==> config.mk <==
export PLATFORM = sky130hd
export DESIGN_NAME = nios_system_switches_debounce_ctrl
export DESIGN_NICKNAME = d
export VERILOG_FILES = /design/src/rtl/nios_system_switches_debounce_ctrl.sv
export SDC_FILE = /design/constraint.sdc
export NUM_CORES = 1
export LEC_CHECK = 0
export ABC_AREA = 1
export BUFFER_PORTS_ARGS = -buffer_cell sky130_fd_sc_hd__buf_4
export CORE_ASPECT_RATIO = 1.25
export CORE_UTILIZATION = 30
export CTS_BUF_LIST = sky130_fd_sc_hd__clkbuf_2 sky130_fd_sc_hd__clkbuf_4 sky130_fd_sc_hd__clkbuf_8
export DETAILED_ROUTE_END_ITERATION = 10
export HOLD_SLACK_MARGIN = 0.02
export PLACE_DENSITY_LB_ADDON = 0.1
export SLEW_MARGIN = 10
export SYNTH_ARGS = -nofsm -noshare
export SYNTH_HDL_FRONTEND = slang
export SYNTH_SLANG_ARGS = --single-unit
==> constraint.sdc <==
create_clock -name clk -period 2.87 [get_ports clk]
set_clock_uncertainty 0.15 [all_clocks]
set_input_delay 0.287 -clock clk [delete_from_list [all_inputs] [get_ports clk]]
set_output_delay 0.287 -clock clk [all_outputs]
set_load 0.005 [all_outputs]
==> src/rtl/nios_system_switches_debounce_ctrl.sv <==
// Avalon-MM switch/button input port: per-bit 2-flop synchroniser, counter debounce,
// sticky edge capture with W1C, and a maskable registered level interrupt.
module nios_system_switches_debounce_ctrl #(
    parameter int WIDTH       = 8,
    parameter int LIMIT_W     = 20,
    parameter int DEB_DEFAULT = 500000,
    parameter int EDGE_TYPE   = 0
) (
    input  logic             clk,
    input  logic             reset_n,
    input  logic [1:0]       address,
    input  logic             chipselect,
    input  logic             write_n,
    input  logic [31:0]      writedata,
    input  logic [WIDTH-1:0] in_port,
    output logic [31:0]      readdata,
    output logic             irq
);

    logic [WIDTH-1:0]   sync1_q, sync1_d;
    logic [WIDTH-1:0]   sync2_q, sync2_d;
    logic [WIDTH-1:0]   stable_q, stable_d;
    logic [WIDTH-1:0]   mask_q, mask_d;
    logic [WIDTH-1:0]   edge_q, edge_d;
    logic [LIMIT_W-1:0] limit_q, limit_d;
    logic [LIMIT_W-1:0] cnt_q [WIDTH];
    logic [LIMIT_W-1:0] cnt_d [WIDTH];
    logic [31:0]        readdata_q, readdata_d;
    logic               irq_q, irq_d;

    logic               wr_en;
    logic [LIMIT_W-1:0] limit_m1;
    logic [WIDTH-1:0]   rise, fall, edge_set, edge_clr;
    logic               unused_wdata;

    assign wr_en        = chipselect & ~write_n;
    assign unused_wdata = ^writedata;
    // A LIMIT of 0 debounces like 1; the >= compare lets a lowered limit fire at once.
    assign limit_m1     = (limit_q == '0) ? '0 : limit_q - LIMIT_W'(1);

    always_comb begin
        sync1_d  = in_port;
        sync2_d  = sync1_q;
        stable_d = stable_q;
        for (int i = 0; i < WIDTH; i++) begin
            cnt_d[i] = '0;
            if (sync2_q[i] != stable_q[i]) begin
                if (cnt_q[i] >= limit_m1) begin
                    stable_d[i] = sync2_q[i];
                end else begin
                    cnt_d[i] = cnt_q[i] + LIMIT_W'(1);
                end
            end
        end

        rise = stable_d & ~stable_q;
        fall = ~stable_d & stable_q;
        if (EDGE_TYPE == 1) begin
            edge_set = rise;
        end else if (EDGE_TYPE == 2) begin
            edge_set = fall;
        end else begin
            edge_set = rise | fall;
        end

        edge_clr = (wr_en && address == 2'd2) ? writedata[WIDTH-1:0] : '0;
        edge_d   = (edge_q & ~edge_clr) | edge_set;
        mask_d   = (wr_en && address == 2'd1) ? writedata[WIDTH-1:0] : mask_q;
        limit_d  = (wr_en && address == 2'd3) ? writedata[LIMIT_W-1:0] : limit_q;
        irq_d    = |(edge_q & mask_q);

        case (address)
            2'd0:    readdata_d = 32'(stable_q);
            2'd1:    readdata_d = 32'(mask_q);
            2'd2:    readdata_d = 32'(edge_q);
            default: readdata_d = 32'(limit_q);
        endcase
    end

    always_ff @(posedge clk or negedge reset_n) begin
        if (!reset_n) begin
            sync1_q    <= '0;
            sync2_q    <= '0;
            stable_q   <= '0;
            mask_q     <= '0;
            edge_q     <= '0;
            limit_q    <= LIMIT_W'(DEB_DEFAULT);
            readdata_q <= '0;
            irq_q      <= 1'b0;
            for (int i = 0; i < WIDTH; i++) begin
                cnt_q[i] <= '0;
            end
        end else begin
            sync1_q    <= sync1_d;
            sync2_q    <= sync2_d;
            stable_q   <= stable_d;
            mask_q     <= mask_d;
            edge_q     <= edge_d;
            limit_q    <= limit_d;
            readdata_q <= readdata_d;
            irq_q      <= irq_d;
            for (int i = 0; i < WIDTH; i++) begin
                cnt_q[i] <= cnt_d[i];
            end
        end
    end

    assign readdata = readdata_q;
    assign irq      = irq_q;

endmodule

==> results.cfg <==
[sta]
tightestPinTransition_ns = 0.689
relSlewSlack_pct = 53.6
maxSlewViolCount = 0
whs_ns = 0.0718
rsz0062_at_grt = yes
final-hold-violation-count = 0
fin_crit_ns = 3.14
fin_ws_ns = -0.268
timing.fmax_ghz = 0.319
min_period_over_period_pct = 109
setup_viol = 176

[power]
swShare_pct = 32.6
powerDensity_nw_per_um2 = 482
pwr-share-clk_pct = 34.3
pwr-share-seq_pct = 35.0
power_frac_comb_pct = 30.7
power_switching_mw = 3.47
leakage_nw = 10.5
p_int_mw = 7.17
peakVddDrop_v = 0.000328

[worst_setup_path]
start_kind = register
slowest_stage = dfrtp_1
cp-end-kind = register
crit_arrival_ns = 3.48
worstSetupPathType = reg -> reg
cpMostUsedCell = nor2_4
critPathMaxFanout = 6
required_ns = 3.21
critPathMaxStageDelay_ns = 0.42
path_cells = nor2_2 -> nand2_2 -> nor2_4 -> nand2_4 -> nor2_4 -> buf_6 -> xor2_4 -> nand2_4 -> buf_12 -> ha_4 -> nand2_2 -> nor2_4 -> nand2_4 -> nor2_2 -> nand2_2 -> nand2_2 -> nor2_4 -> nand3_4 -> buf_12 -> buf_16 -> nor2_4

[global_routing]
grt_pass1_vias = 13900
grt_overflow = 0
antenna_found_initial = 2
track_usage_pct = 18.5
grt_max_degree = 67
grt_first_pass_wirelength_um = 75300

[detailed_routing]
drt-total-wl_um = 49600
vias = 13700
routed_via_density = 4.60
wire_per_inst_um = 16.6
drc = 0
first_pass_iters = 5
ant_nets = 0
drt_iter0_drc = 450

[placed_design]
dpl_cell_area_sq_um = 17900
dp.cells = 2798
gp_congestion = 0.821
port_buffers = 54
place_hpwl_um = 33900

[cells_and_area]
area_delta_synth_final_pct = 41.7
drive_gt1_share_pct = 31.6
final_cell_mix = 435 x nand2_1, 232 x dfrtp_1, 215 x inv_1
fin_cells = 2980
final_common_cell = nand2_1
finalNetCount = 2497
final_cell_area_sq_um = 22100
fillers = 5140
seq_area_sq_um = 6040
multi_input_area_sq_um = 10300

[floorplan]
start_util_pct = 30.3
die_w_um = 206
fp-row-count = 93
coreArea_sq_um = 51400
die_h_um = 257
design.die.area_sq_um = 52900
num_io_pins = 79

[synthesis]
ys_warn_count = 0
synthArstFlopShare_pct = 100
synth_top_area_cell = dfrtp_1
netlist_area_sq_um = 15600
ys_top_cells_by_area = dfrtp_1 38%, ha_1 14%, nand2_1 12%
syn_inst = 1978
synth_top_area_share_pct = 37.6
synth_edf_count = 0
synth.distinct_cells = 41
ys_ff_latch = 241
synth_flop_cell = dfrtp_1
ys_seq_area_share_pct = 38.7
syn_avg_cell_area_sq_um = 7.88

[cts]
cts_sinks = 241
cts_tree = done
clkTransAtPathRegs_ns = 0.06
h-tree-depth = 2
numCtsBuffers = 45
clk_path_buf_depth = 3
clk_latency_ns = 0.62
cts_root_buf = clkbuf_8

[status]
violations = negative setup slack
status = finished, violations left

[hold_path]
hp-class = in -> reg

[run]
cap_viol_max_count = 0
sequential cells by signal (all words and copies together), names as in the netlist:
name      flops
cnt_q       160
edge_q        8
irq           1
limit_q      20
mask_q        8
readdata     20
stable_q      8
sync1_q       8
sync2_q       8
worst max-delay path, delay by kind of cell (launching register included):
kind	cells	cell delay, ns
xor gates and xnor gates	1	0.17
and+or+nand+nor	15	1.45
DFF	1	0.42
buffers and inverters	4	0.53
adders and majority gates	1	0.28
Yosys cell counts (16+ instances only):
| library cell | instances |
|---|---|
| inv_1 | 225 |
| o21ai_0 | 44 |
| nor3_1 | 30 |
| buf_4 | 16 |
| xor2_1 | 102 |
| nor2_1 | 296 |
| nand2_1 | 509 |
| nand4_1 | 31 |
| nand3_1 | 116 |
| ha_1 | 169 |
| nor2_2 | 24 |
| a21oi_1 | 48 |
| dfrtp_1 | 234 |
| xnor2_1 | 27 |
stage by stage:
step | power [mW] | setup WS (ns) | util [%] | TNS [ns]
4_1_cts | 10.4 | -0.208 | 39.6 | -21.78
6_report | 10.6 | -0.268 | 42.9 | -34.06
5_1_grt | 11.2 | -0.429 | 42.9 | -65.55
3_3_place_gp | 6.18 | -0.442 | 34.9 | -48.05
3_5_place_dp | 6.23 | -0.448 | 34.9 | -52.54
2_1_floorplan | 4.80 | 0.00202 | - | 0
routing by layer:
layer  share of wire, %  routed length (um)  global-route usage, %  up-vias
li1                   -                   -                      -     6891
met1                 44               21600                   22.9     6539
met2                 51               25200                   32.3      180
met3                2.8                1380                   2.67       87
met4                2.9                1420                   6.72        0
met5                  0                   0                      0        -
logic make-up (layout without fill, tap and decap cells):
group / after synthesis / count (layout) / share of synthesized area [%]
compound gates: 117 / 117 / 4.19
flops: 241 / 241 / 38.7
fa+ha+maj: 169 / 169 / 13.6
simple gates: 1052 / 1052 / 29.1
xor+xnor: 129 / 129 / 7.25
other cells: 1 / 14 / 0.0241
buf+inv: 269 / 593 / 7.09
cell type report:
| type | instances | share of cell area (%) |
|---|---|---|
| diodes | 2 | 0.0227 |
| repair buffers | 282 | 13.9 |
| clock buffers | 73 | 4.10 |
| well taps | 665 | 3.77 |
| clock inverters | 5 | 0.249 |
| inverters | 233 | 3.97 |
| flip-flops and latches | 241 | 27.4 |
| multi-input cells | 1479 | 46.7 |
power by group through the flow:
| stage | logic [mW] | registers (mW) | clock network, mW |
|---|---|---|---|
| floorplan | 1.05 | 3.75 | 0 |
| global placement | 2.40 | 3.78 | 0 |
| detailed placement | 2.45 | 3.78 | 0 |
| CTS | 2.85 | 3.72 | 3.79 |
| global route | 3.58 | 3.75 | 3.91 |
| finish | 3.27 | 3.73 | 3.65 |
repair_timing:
item | in CTS | in global routing
setup buffers | 33 | 21
setup endpoints to repair | 176 | 176
gates cloned | 6 | 16
pin swaps | 37 | 102
gates resized for setup | 148 | 287
hold buffers | 30 | 0
hold endpoints to repair | 210 | 0
worst paths after layout:
path                                 start     endpoint  slack (ns)  cells past startpoint
max in group asynchronous          reset_n   cnt_q[131]        1.66                      3
worst max register to register  limit_q[1]    cnt_q[50]       -0.27                     21
min in group asynchronous          reset_n  stable_q[7]        0.09                      2
worst max-delay path            limit_q[1]    cnt_q[50]       -0.27                     21
worst min register to register  sync1_q[3]   sync2_q[3]        0.20                      0
worst min-delay path            address[1]  readdata[7]        0.07                      5
Note: power is estimated with default switching activity, not from simulation.
